**src/rtl/seq_detect_pkg.sv**
```systemverilog
// Shared types and sizing helpers for the sequence-detector controller.
package seq_detect_pkg;

    localparam int unsigned MAX_LEN_DEF = 8;

    typedef enum logic [1:0] {
        IDLE  = 2'd0,
        ARMED = 2'd1,
        RUN   = 2'd2
    } ctrl_state_t;

    function automatic int unsigned len_width(input int unsigned max_len);
        return $clog2(max_len + 1);
    endfunction

endpackage

```
**src/rtl/seq_match_core.sv**
```systemverilog
// Serial match core: history shift register, fill counter, masked pattern compare
// and optional history clear after a match.
module seq_match_core
    import seq_detect_pkg::*;
#(
    parameter int unsigned MAX_LEN = MAX_LEN_DEF,
    parameter int unsigned LEN_W   = len_width(MAX_LEN)
) (
    input  logic               clk,
    input  logic               rst,
    input  logic               clear,
    input  logic               shift_en,
    input  logic               in_bit,
    input  logic [MAX_LEN-1:0] pattern,
    input  logic [LEN_W-1:0]   len,
    input  logic               overlap,
    output logic               match_c
);

    logic [MAX_LEN-1:0] hist_q, hist_d;
    logic [LEN_W-1:0]   hist_len_q, hist_len_d;
    logic [MAX_LEN-1:0] hist_shift;
    logic [MAX_LEN-1:0] mask;
    logic [LEN_W-1:0]   len_inc;

    // Candidate history and fill level if this cycle's bit is accepted.
    always_comb begin
        hist_shift = {hist_q[MAX_LEN-2:0], in_bit};
        len_inc    = (hist_len_q >= len) ? len : hist_len_q + LEN_W'(1);
        mask       = '0;
        for (int i = 0; i < int'(MAX_LEN); i++) begin
            mask[i] = (LEN_W'(i) < len);
        end
        match_c = shift_en && (len_inc == len) && (((hist_shift ^ pattern) & mask) == '0);
    end

    always_comb begin
        hist_d     = hist_q;
        hist_len_d = hist_len_q;
        if (clear) begin
            hist_d     = '0;
            hist_len_d = '0;
        end else if (shift_en) begin
            hist_d     = hist_shift;
            hist_len_d = (match_c && !overlap) ? '0 : len_inc;
        end
    end

    always_ff @(posedge clk) begin
        if (rst) begin
            hist_q     <= '0;
            hist_len_q <= '0;
        end else begin
            hist_q     <= hist_d;
            hist_len_q <= hist_len_d;
        end
    end

endmodule

```
**src/rtl/seq_detect_ctrl.sv**
```systemverilog
// Sequence-detector controller: config handshake, IDLE/ARMED/RUN FSM, match counter.
// Define SEQ_DETECT_CTRL_ASSERT_EN to compile in the embedded assertions.
module seq_detect_ctrl
    import seq_detect_pkg::*;
#(
    parameter  int unsigned MAX_LEN = MAX_LEN_DEF,
    parameter  int unsigned CNT_W   = 16,
    localparam int unsigned LEN_W   = len_width(MAX_LEN)
) (
    input  logic               clk,
    input  logic               rst,
    input  logic               cfg_valid,
    output logic               cfg_ready,
    input  logic [MAX_LEN-1:0] cfg_pattern,
    input  logic [LEN_W-1:0]   cfg_len,
    input  logic               cfg_overlap,
    output logic               cfg_err,
    input  logic               start,
    input  logic               stop,
    input  logic               in,
    input  logic               in_valid,
    output logic               detect,
    output logic               busy,
    output logic [CNT_W-1:0]   match_count,
    output logic [1:0]         current
);

    ctrl_state_t        state_q, state_d;
    logic [MAX_LEN-1:0] pat_q, pat_d;
    logic [LEN_W-1:0]   len_q, len_d;
    logic               ovl_q, ovl_d;
    logic [CNT_W-1:0]   cnt_q, cnt_d;
    logic               detect_q, detect_d;
    logic               cfg_err_q, cfg_err_d;

    logic hs, legal, run_start, shift_en, match_c;

    assign hs        = cfg_valid && cfg_ready;
    assign legal     = (cfg_len != '0) && (cfg_len <= LEN_W'(MAX_LEN));
    assign run_start = (state_q == ARMED) && start && !hs;
    assign shift_en  = (state_q == RUN) && in_valid && !stop;

    always_ff @(posedge clk) begin
        if (rst) state_q <= IDLE;
        else     state_q <= state_d;
    end

    // A config handshake in ARMED takes priority over start.
    always_comb begin
        state_d = state_q;
        case (state_q)
            IDLE:    if (hs && legal) state_d = ARMED;
            ARMED:   if (!hs && start) state_d = RUN;
            RUN:     if (stop) state_d = ARMED;
            default: state_d = IDLE;
        endcase
    end

    always_comb begin
        cfg_ready = 1'b0;
        busy      = 1'b0;
        case (state_q)
            IDLE, ARMED: cfg_ready = 1'b1;
            RUN:         busy      = 1'b1;
            default:     ;
        endcase
    end

    seq_match_core #(
        .MAX_LEN (MAX_LEN),
        .LEN_W   (LEN_W)
    ) u_core (
        .clk      (clk),
        .rst      (rst),
        .clear    (run_start),
        .shift_en (shift_en),
        .in_bit   (in),
        .pattern  (pat_q),
        .len      (len_q),
        .overlap  (ovl_q),
        .match_c  (match_c)
    );

    always_comb begin
        pat_d     = pat_q;
        len_d     = len_q;
        ovl_d     = ovl_q;
        cnt_d     = cnt_q;
        detect_d  = match_c;
        cfg_err_d = hs && !legal;
        if (hs && legal) begin
            pat_d = cfg_pattern;
            len_d = cfg_len;
            ovl_d = cfg_overlap;
        end
        if (run_start) begin
            cnt_d = '0;
        end else if (match_c && (cnt_q != {CNT_W{1'b1}})) begin
            cnt_d = cnt_q + CNT_W'(1);
        end
    end

    always_ff @(posedge clk) begin
        if (rst) begin
            pat_q     <= '0;
            len_q     <= '0;
            ovl_q     <= 1'b0;
            cnt_q     <= '0;
            detect_q  <= 1'b0;
            cfg_err_q <= 1'b0;
        end else begin
            pat_q     <= pat_d;
            len_q     <= len_d;
            ovl_q     <= ovl_d;
            cnt_q     <= cnt_d;
            detect_q  <= detect_d;
            cfg_err_q <= cfg_err_d;
        end
    end

    assign current     = 2'(state_q);
    assign detect      = detect_q;
    assign cfg_err     = cfg_err_q;
    assign match_count = cnt_q;

`ifdef SEQ_DETECT_CTRL_ASSERT_EN
    a_no_x: assert property (@(posedge clk) disable iff (rst)
        !$isunknown({current, detect, match_count}));
    a_legal_state: assert property (@(posedge clk) disable iff (rst)
        current != 2'd3);
    a_detect_src: assert property (@(posedge clk) disable iff (rst)
        detect |-> $past(state_q == RUN && in_valid));
    a_ready_busy: assert property (@(posedge clk) disable iff (rst)
        !(cfg_ready && busy));
`else
    // Assertions compiled out; behaviour is unchanged.
`endif

endmodule
```
**config.mk**
```make
export PLATFORM = sky130hd
export DESIGN_NAME = seq_detect_ctrl
export DESIGN_NICKNAME = d
export VERILOG_FILES = /design/src/rtl/seq_detect_pkg.sv /design/src/rtl/seq_match_core.sv /design/src/rtl/seq_detect_ctrl.sv
export SDC_FILE = /design/constraint.sdc
export NUM_CORES = 1
export LEC_CHECK = 0
export BUFFER_PORTS_ARGS = -buffer_cell sky130_fd_sc_hd__buf_4
export CORE_MARGIN = 3
export CORE_UTILIZATION = 57
export CTS_BUF_LIST = sky130_fd_sc_hd__clkbuf_2
export DETAILED_ROUTE_END_ITERATION = 6
export HOLD_SLACK_MARGIN = 0.02
export PLACE_DENSITY = 0.93
export SYNTH_ARGS = -nofsm -noshare
export SYNTH_HDL_FRONTEND = slang
export SYNTH_HIERARCHICAL = 1
export SYNTH_SLANG_ARGS = --single-unit
```
**constraint.sdc**
```tcl
create_clock -name clk -period 3.4 [get_ports clk]
set_clock_uncertainty 0.1 [all_clocks]
set_input_delay 0.34 -clock clk [delete_from_list [all_inputs] [get_ports clk]]
set_output_delay 0.34 -clock clk [all_outputs]
set_load 0.005 [all_outputs]
```
==> flow_summary_export.csv, run 1 <==
group,metric,value,unit
run_status,outcome,"finished clean",
sta,rsz0062_at_grt,"no",
setup_path,max_stage_delay,0.53,ns
placement,dp.cells,336,
power,power_leakage,1.141,nW
die,fp.dieArea,4883,µm²
detailed_routing,firstDrtPassIters,4,
die,die_w,69.88,µm
synthesis,synth_xor_area_frac,0.09414,
power,peakVddDrop,0.3313,mV
synthesis,synth.distinct_cells,49,
placement,io_buffers,41,
sta,hold_viol,0,
synthesis,ys_seq_area_frac,0.3787,
synthesis,syn_avg_cell_area,9.015,µm²
cells_and_area,antenna_cells,0,
placement,dpl-instance-area,2631,µm²
cells_and_area,drive_gt1_frac,0.1921,
detailed_routing,vias_per_cell,5.814,
die,num_rows,22,
die,core,3799,µm²
sta,setup_viol,0,
clock_network,clkTransAtPathRegs,0.22,ns
synthesis,ys_seq_elements,44,
synthesis,netlist_area,2326,µm²
setup_path,path_cells,"inv_1 -> ha_1 -> nor2_1 -> nor2_1 -> nand2_1 -> a211oi_2 -> o21ai_1 -> or4_1 -> nand2_1",
power,powerDensity,340.8,nW/µm²
die,die_h,69.88,µm
die,boundaryPins,42,
die,start_util,0.6123,
clock_network,cts_tree,"done",
sta,fmax,333.1,MHz
setup_path,r2r-start,"len_q[3]",
cells_and_area,post-route-util,0.7276,
clock_network,numCtsBuffers,5,
global_routing,grt_overflow,0,
cells_and_area,nets,327,
job,maxCapViolCount,0,
sta,tightest_slew,0.7538,ns
detailed_routing,routedWlPerCell,14.65,µm
sta,fin_worst_hold_slack,0.02985,ns
setup_path,cp_max_fo,10,
synthesis,synth_nets,284,
setup_path,critPathLaunchType,"flop",
setup_path,crit_path_start,"len_q[3]",
synthesis,synth_compound_area_frac,0.1286,
cells_and_area,stdcell_count,350,
detailed_routing,via_count,2035,
clock_network,numClockSinks,44,
synthesis,muxShareOfSynthArea,0.08661,
setup_path,crit_arrival,3.29,ns
synthesis,synthCells,258,
detailed_routing,ant_nets,0,
setup_path,path_delay_family,"simple AND/OR/NAND/NOR gates",
detailed_routing,drc,0,
synthesis,yosys.area_share.simple,0.2335,
cells_and_area,stdcell_area,2764,µm²
placement,hpwl,3725,µm
synthesis,synth_fa_ha_area_frac,0.03228,
global_routing,grt_max_degree,21,
clock_network,clk-insertion-delay-late,0.43,ns
cells_and_area,area_delta_synth_final,18.83,%
sta,tns,0,ns
setup_path,cp-end-kind,"flop",
hold_path,hold_path_class,"input port to flop",
global_routing,grt_pass1_wl,8500,µm
detailed_routing,wirelength,5129,µm
global_routing,grt_pass1_vias,1850,
synthesis,ys_async_sr_fraction,0,
hold_path,min_from,"cfg_pattern[0]",
synthesis,synth_top_flop_cell,"dfxtp_1",
sta,setup_slack,0.3981,ns
global_routing,grt_usage,0.2115,
setup_path,path_class,"flop to flop",
sta,drv_slew,0,
clock_network,root_buffer,"clkbuf_2",
global_routing,antenna_found_initial,0,
sta,slew_headroom,0.4975,
setup_path,worstPathRequired,3.69,ns
synthesis,synth_edf_count,0,
setup_path,cp_slowest_cell,"dfxtp_1",
sta,period_minus_slack,3.002,ns
detailed_routing,drt_iter0_drc,224,
placement,gp_congestion,0.9732,
cells_and_area,fillers,289,
clock_network,clock_path_buffers,2,
synthesis,synth_top_family_by_area,"simple AND/OR/NAND/NOR gates",
sta,finalCritPeriodShare,0.8829,
clock_network,htree_levels,2,
power,power,0.9421,mW
setup_path,crit_buf_inv,1,
placement,place_ws,0.2010,ns
synthesis,synth-warning-count,6,
worst min-delay path, cell delays in order:
cell and delay (ns):
buf_4 0.08, mux2i_1 0.05, nor2_1 0.07
synth_stat cells, drive strengths merged (6+ instances only):
| cell type | instances | area [µm²] |
|---|---|---|
| xnor2 | 7 | 61.31 |
| dfxtp | 44 | 880.8 |
| buf | 8 | 57.55 |
| inv | 8 | 30.03 |
| ha | 6 | 75.07 |
| o211ai | 7 | 52.55 |
| a21oi | 8 | 40.04 |
| o21ai | 10 | 50.04 |
| nand2 | 11 | 41.29 |
| nor2 | 37 | 138.9 |
| mux2i | 19 | 190.2 |
| nand4 | 8 | 50.05 |
| xor2 | 18 | 157.7 |
| and3 | 9 | 56.30 |
| nand3 | 8 | 40.04 |
layout by cell type (no fill, tap or decap), types with 3 or more instances in the layout:
cell           netlist  routed
a21oi_1              8       8
and3_1               9       9
and4_1               3       3
buf_4                0      43
clkbuf_2             1       5
dfxtp_1             44      44
dlygate4sd3_1        0       6
ha_1                 6       6
inv_1                8       8
mux2i_1             19      19
nand2_1             11      11
nand2b_1             3       3
nand3_1              8       8
nand4_1              8       8
nor2_1              37      37
nor3_1               4       4
nor3b_1              3       3
o211ai_1             7       7
o21ai_0              7       7
o21ai_1              3       3
xnor2_1              7       7
xor2_1              18      18
layout make-up:
| cell class | instances | area, µm² | area share |
|---|---|---|---|
| repair buffers | 49 | 382.9 | 0.1385 |
| multi-input cells | 193 | 1343 | 0.4857 |
| clock inverters | 3 | 42.54 | 0.01539 |
| well taps | 48 | 60.06 | 0.02173 |
| clock buffers | 5 | 25.02 | 0.009054 |
| flip-flops and latches | 44 | 880.8 | 0.3187 |
| inverters | 8 | 30.03 | 0.01086 |
cell families (layout without fill, tap and decap cells):
family | Yosys count | in the layout
muxes | 20 | 20
AOI/OAI and AO/OA | 41 | 41
adders and majority gates | 6 | 6
xor gates and xnor gates | 25 | 25
and+or+nand+nor | 101 | 101
buffers and inverters | 21 | 65
DFF | 44 | 44
where the power goes:
part	leakage [nW]	switching, mW	internal (mW)
Clock	0.0406	0.173	0.123
Sequential	0.356	0.0123	0.528
Combinational	0.744	0.0531	0.0532
Total	1.14	0.238	0.704
repair_timing:
action,in CTS,in global routing
endpoints found under the setup margin,0,9
setup buffers,0,0
endpoints found under the hold margin,5,1
gates resized for setup,0,1
hold buffers,5,1
per-layer routing:
layer  share of wire  GRT usage  up-vias
met5               0          0        -
met2            0.50     0.3463       53
li1                -          -     1007
met4           0.018    0.08511        0
met1            0.44     0.2729      966
met3           0.046    0.04029        9
sequential cells by signal (all words and copies together) (netlist names), 2 cells and up:
name and flops:
current 2, u_core/hist_q 7, pat_q 8, len_q 4
match_count 16, u_core/hist_len_q 4
path summary, 6_finish.rpt:
path,end,slack [ns],depth (start not counted)
worst max-delay path,match_count[6],0.40,9
worst min-delay path,pat_q[0],0.03,3
worst max register to register,match_count[6],0.40,9
worst min register to register,match_count[14],0.45,1
Power figures use the tool's default switching activity.
==> inputs of run 2 (changes only) <==
--- a/config.mk
+++ b/config.mk
@@ -5,13 +5,13 @@
 export SDC_FILE = /design/constraint.sdc
 export NUM_CORES = 1
 export LEC_CHECK = 0
-export BUFFER_PORTS_ARGS = -buffer_cell sky130_fd_sc_hd__buf_4
 export CORE_MARGIN = 3
-export CORE_UTILIZATION = 57
+export CORE_UTILIZATION = 60
 export CTS_BUF_LIST = sky130_fd_sc_hd__clkbuf_2
 export DETAILED_ROUTE_END_ITERATION = 6
+export DONT_BUFFER_PORTS = 1
 export HOLD_SLACK_MARGIN = 0.02
-export PLACE_DENSITY = 0.93
+export PLACE_DENSITY = 0.88
 export SYNTH_ARGS = -nofsm -noshare
 export SYNTH_HDL_FRONTEND = slang
 export SYNTH_HIERARCHICAL = 1
==> flow_summary_export.csv, run 2 (synthesized netlist as in run 1, its figures left out) <==
group,metric,value,unit
global_routing,grt_max_degree,19,
clock_network,root_buffer,"clkbuf_2",
sta,fmax,325.6,MHz
global_routing,grt_overflow,0,
cells_and_area,nets,296,
global_routing,met1_usage,0.2987,
cells_and_area,drive_gt1_frac,0.06296,
placement,hpwl,3512,µm
setup_path,crit_buf_inv,1,
setup_path,path_cells,"inv_1 -> ha_1 -> nor2_1 -> nor2_1 -> nand2_1 -> a211oi_2 -> o21ai_1 -> or4_1 -> nand2_1",
sta,hold_viol,0,
clock_network,numClockSinks,44,
cells_and_area,stdcell_count,316,
cells_and_area,final_common_cell,"dfxtp_1",
sta,tightest_slew,0.7603,ns
die,start_util,0.6606,
detailed_routing,drt_iter0_drc,125,
setup_path,critPathLaunchType,"flop",
clock_network,htree_levels,2,
detailed_routing,routedWlPerCell,16.01,µm
die,die_h,68.26,µm
job,maxCapViolCount,0,
clock_network,numCtsBuffers,5,
sta,slew_headroom,0.4931,
setup_path,r2r_end,"match_count[3]",
power,power,0.8489,mW
clock_network,cts_tree,"done",
run_status,outcome,"finished clean",
setup_path,cp-end-kind,"flop",
cells_and_area,final_cell_mix,"dfxtp_1, nor2_1, mux2i_1",
die,die_w,68.26,µm
placement,io_buffers,0,
clock_network,clock_path_buffers,2,
detailed_routing,wirelength,5060,µm
hold_path,worst_hold_path.endpoint,"current[1]",
global_routing,antenna_found_initial,0,
setup_path,cp_slowest_cell,"dfxtp_1",
global_routing,grt_usage,0.2378,
detailed_routing,firstDrtPassIters,5,
clock_network,clkTransAtPathRegs,0.22,ns
sta,period_minus_slack,3.071,ns
global_routing,grt-busiest-layer,"met2",
placement,gp_congestion,0.9014,
global_routing,grt_pass1_vias,1751,
hold_path,hold_depth,3,
sta,tns,0,ns
die,boundaryPins,42,
clock_network,clk-insertion-delay-late,0.41,ns
setup_path,reg2reg_slack,0.33,ns
global_routing,grtUsageMet3,0.06076,
setup_path,crit_arrival,3.34,ns
power,powerDensity,336.4,nW/µm²
sta,setup_viol,0,
sta,finalCritPeriodShare,0.9033,
power,power_leakage,0.9597,nW
die,core,3521,µm²
setup_path,cp_max_fo,10,
detailed_routing,via_count,1910,
die,fp.dieArea,4659,µm²
detailed_routing,vias_per_cell,6.044,
sta,drv_slew,0,
cells_and_area,largest_reg_flops,16,
setup_path,worstPathRequired,3.67,ns
sta,rsz0062_at_grt,"no",
global_routing,grt_use_met2,0.3875,
hold_path,min_from,"stop",
setup_path,path_class,"flop to flop",
setup_path,r2r_cells,9,
power,peakVddDrop,0.2484,mV
detailed_routing,ant_nets,0,
setup_path,max_stage_delay,0.55,ns
cells_and_area,antenna_cells,0,
hold_path,hold_path_class,"input port to flop",
setup_path,path_delay_family,"simple AND/OR/NAND/NOR gates",
clock_network,cts_setup_buffers,0,
placement,dp.cells,293,
global_routing,grt_pass1_wl,8266,µm
setup_path,r2r-start,"len_q[3]",
die,num_rows,21,
detailed_routing,drc,0,
cells_and_area,area_delta_synth_final,8.499,%
[run 2: changes by cell type in the layout (fill, tap and decap cells not counted), sizes merged]
cell,before,now
bufinv,1,0
clkinv,2,1
clkinvlp,0,1
dlygate4sd3,6,16
buf,43,2
[run 2: area by class of cell]
type	count	area, µm²
Timing Repair Buffer	18	175.2
Clock inverter	2	12.51
Sequential cell	44	880.8
Tap cell	46	57.56
Multi-Input combinational cell	193	1343
Inverter	8	30.03
Fill cell	269	997.2
Clock buffer	5	25.02
[run 2: metal layers]
layer / part of all wire / routed length [µm]
met5: 0 / 0
met4: 0.017 / 85
met3: 0.066 / 332
met2: 0.49 / 2464
met1: 0.43 / 2177
[run 2: where the power goes]
| group | total [mW] | internal [mW] | switching (mW) |
|---|---|---|---|
| Sequential | 0.541 | 0.528 | 0.0134 |
| Clock | 0.214 | 0.0453 | 0.169 |
| Combinational | 0.0935 | 0.0445 | 0.0491 |
| Total | 0.849 | 0.617 | 0.232 |
[run 2: what timing repair did]
| action | in CTS | in global routing |
|---|---|---|
| resized for setup | 0 | 1 |
| hold buffers | 16 | 0 |
| endpoints found under the setup margin | 0 | 7 |
| hold endpoints to repair | 20 | 0 |
[run 2: how the worst max path moves through the flow]
| stage | end | depth (start not counted) | slack [ns] | from |
|---|---|---|---|---|
| floorplan | match_count[3] | 10 | 0.50 | current[1] |
| global placement | match_count[3] | 9 | 0.32 | len_q[3] |
| detailed placement | match_count[3] | 9 | 0.19 | len_q[3] |
| CTS | match_count[3] | 9 | 0.13 | len_q[3] |
| global route | match_count[6] | 9 | 0.1 | len_q[3] |
| finish | match_count[3] | 9 | 0.33 | len_q[3] |
[run 2: per-stage QoR]
stage               setup slack (ns)    util  hold slack (ns)  area (µm²)
CTS                           0.1256  0.7154          0.02209        2519
finish                        0.3288  0.7168          0.03894        2524
global route                 0.09992  0.7168          0.02800        2524
detailed placement            0.1929  0.6592           0.3170        2321
floorplan                     0.4963       -           0.3546        2326
global placement              0.3245  0.6592           0.3158        2321
[run 2: worst register-to-register path: cells and delay by family (launching register included)]
family / cells / cell delay [ns]
simple gates: 5 / 1.22
compound gates: 2 / 0.70
flops: 1 / 0.55
buf+inv: 1 / 0.16
fa+ha+maj: 1 / 0.30
==> inputs of run 3 (changes only) <==
--- a/config.mk
+++ b/config.mk
@@ -5,6 +5,7 @@
 export SDC_FILE = /design/constraint.sdc
 export NUM_CORES = 1
 export LEC_CHECK = 0
+export ABC_AREA = 1
 export CORE_MARGIN = 3
 export CORE_UTILIZATION = 60
 export CTS_BUF_LIST = sky130_fd_sc_hd__clkbuf_2
==> flow_summary_export.csv, run 3 <==
group,metric,value,unit
run_status,outcome,"finished clean",
synthesis,ys_seq_elements,44,
synthesis,synth_nets,418,
setup_path,cp_max_fo,16,
sta,period_minus_slack,3.069,ns
cells_and_area,post-route-util,0.6935,
placement,place_ws,0.3813,ns
sta,drv_slew,0,
detailed_routing,via_count,2610,
setup_path,cp-end-kind,"flop",
sta,setup_slack,0.3313,ns
detailed_routing,drt_iter0_drc,298,
detailed_routing,routedWlPerCell,13.45,µm
power,powerDensity,337.0,nW/µm²
die,die_w,71.38,µm
cells_and_area,drive_gt1_frac,0.09360,
setup_path,reg2reg_slack,0.33,ns
die,core,4058,µm²
synthesis,ys_top_cells_by_area,"dfxtp_1, nand2_1, a21oi_1, nor2_1, nand3_1",
synthesis,synth_edf_count,0,
global_routing,grt_usage,0.2519,
placement,hpwl,4138,µm
setup_path,worstPathRequired,3.61,ns
clock_network,clock_path_buffers,2,
cells_and_area,nets,431,
sta,slew_headroom,0.5505,
synthesis,synth_top_area_frac,0.3434,
synthesis,synth_common_cells,"nand2_1, dfxtp_1, nor2_1",
die,num_rows,23,
synthesis,synth.distinct_cells,31,
synthesis,synth-warning-count,6,
sta,setup_viol,0,
sta,rsz0062_at_grt,"no",
detailed_routing,vias_per_cell,5.724,
die,fp.dieArea,5095,µm²
clock_network,htree_levels,2,
die,die_h,71.38,µm
clock_network,clk-insertion-delay-late,0.41,ns
cells_and_area,area_delta_synth_final,9.707,%
clock_network,numCtsBuffers,5,
cells_and_area,antenna_cells,0,
detailed_routing,drc,0,
power,power_leakage,1.068,nW
clock_network,root_buffer,"clkbuf_2",
placement,gp_congestion,0.9314,
setup_path,critPathLaunchType,"flop",
synthesis,ys_async_sr_fraction,0,
cells_and_area,final_common_cell,"nand2_1",
power,peakVddDrop,0.2330,mV
synthesis,ys_seq_area_frac,0.3434,
clock_network,numClockSinks,44,
placement,io_buffers,0,
clock_network,cts_tree,"done",
job,maxCapViolCount,0,
sta,finalCritPeriodShare,0.9026,
synthesis,syn_avg_cell_area,6.543,µm²
global_routing,grt_overflow,0,
global_routing,antenna_found_initial,0,
detailed_routing,wirelength,6134,µm
global_routing,grt_pass1_wl,10640,µm
synthesis,synth_top_flop_cell,"dfxtp_1",
synthesis,yosys.area.top_type,"dfxtp_1",
cells_and_area,largest_reg_flops,16,
setup_path,crit_arrival,3.28,ns
synthesis,synthCells,392,
cells_and_area,final_cell_mix,"nand2_1, dfxtp_1, nor2_1",
die,start_util,0.6321,
sta,tns,0,ns
hold_path,hold_path_class,"input port to flop",
clock_network,clkTransAtPathRegs,0.23,ns
sta,fmax,325.9,MHz
die,boundaryPins,42,
detailed_routing,firstDrtPassIters,7,
setup_path,path_class,"flop to flop",
synthesis,netlist_area,2565,µm²
detailed_routing,ant_nets,0,
global_routing,grt_pass1_vias,2369,
sta,tightest_slew,0.6720,ns
synthesis,synth.most_common_cell,"nand2_1",
global_routing,grt_max_degree,18,
sta,hold_viol,0,
-- run 3: cell count changes in the layout (fill, tap and decap cells not counted), sizes merged, moves of 7 or more --
cell	change
and3	-9
o211ai	-7
mux2i	-19
nor2	+12
nand4	+7
nand2	+107
nand3	+23
a211oi	+7
a21oi	+28
inv	+36
xor2	-14
-- run 3: stage by stage --
step / instances / power (mW) / cell area (µm²) / hold WS [ns]
floorplan: 392 / 0.6213 / 2565 / 0.3453
global placement: 432 / 0.6317 / 2586 / 0.3107
detailed placement: 432 / 0.6343 / 2586 / 0.3130
CTS: 456 / 0.9445 / 2814 / 0.02723
global route: 456 / 0.9855 / 2814 / 0.05069
finish: 456 / 0.9482 / 2814 / 0.07703
-- run 3: metal layers --
layer  vias up  global-route usage  share of wire
met5         -                   0              0
met3         8             0.05750          0.066
met4         0             0.06054         0.0093
met2        99              0.4082           0.47
met1      1206              0.3415           0.45
li1       1297                   -              -
-- run 3: logic make-up (layout without fill, tap and decap cells) --
group,count (synthesis),in the layout,synth area share
DFF,44,44,0.3434
adders and majority gates,6,6,0.02927
AOI/OAI and AO/OA,54,54,0.1200
xor gates and xnor gates,8,8,0.02731
buffers and inverters,59,73,0.09122
and+or+nand+nor,221,221,0.3888
-- run 3: area by class of cell --
class,instances,area (µm²)
clock buffer,5,25.02
clock inverter,3,42.54
fill,295,1244
inverter,47,177.7
multi-input combinational,289,1450
sequential,44,880.8
tap,50,62.56
timing repair buffer,18,175.2
-- run 3: worst paths after layout --
path,cells past startpoint,startpoint,end
worst min register to register,2,ovl_q,ovl_q
worst max-delay path,15,u_core/hist_len_q[0],match_count[9]
worst max register to register,15,u_core/hist_len_q[0],match_count[9]
worst min-delay path,3,stop,current[1]
-- run 3: where the power goes --
group,internal (mW),leakage (nW),switching [mW],total (mW)
clock,0.123,0.0390,0.179,0.301
combinational,0.0414,0.673,0.0650,0.106
sequential,0.528,0.356,0.0126,0.541
-- run 3: timing repair --
action,CTS,global route
gates resized for setup,0,0
hold endpoints to repair,18,0
setup buffers,0,0
hold buffers,16,0
-- run 3: worst max-delay path, stage by stage, from the launching register on --
cell,delay [ns]
dfxtp_1,0.48
inv_1,0.11
ha_1,0.28
inv_1,0.03
nand2_1,0.04
nand2_1,0.04
nand2_1,0.10
nand2_4,0.09
nand4_1,0.08
nand3_1,0.12
nor4_1,0.48
inv_1,0.16
nor2_4,0.35
clkinv_2,0.29
nand2_1,0.13
a21oi_1,0.06
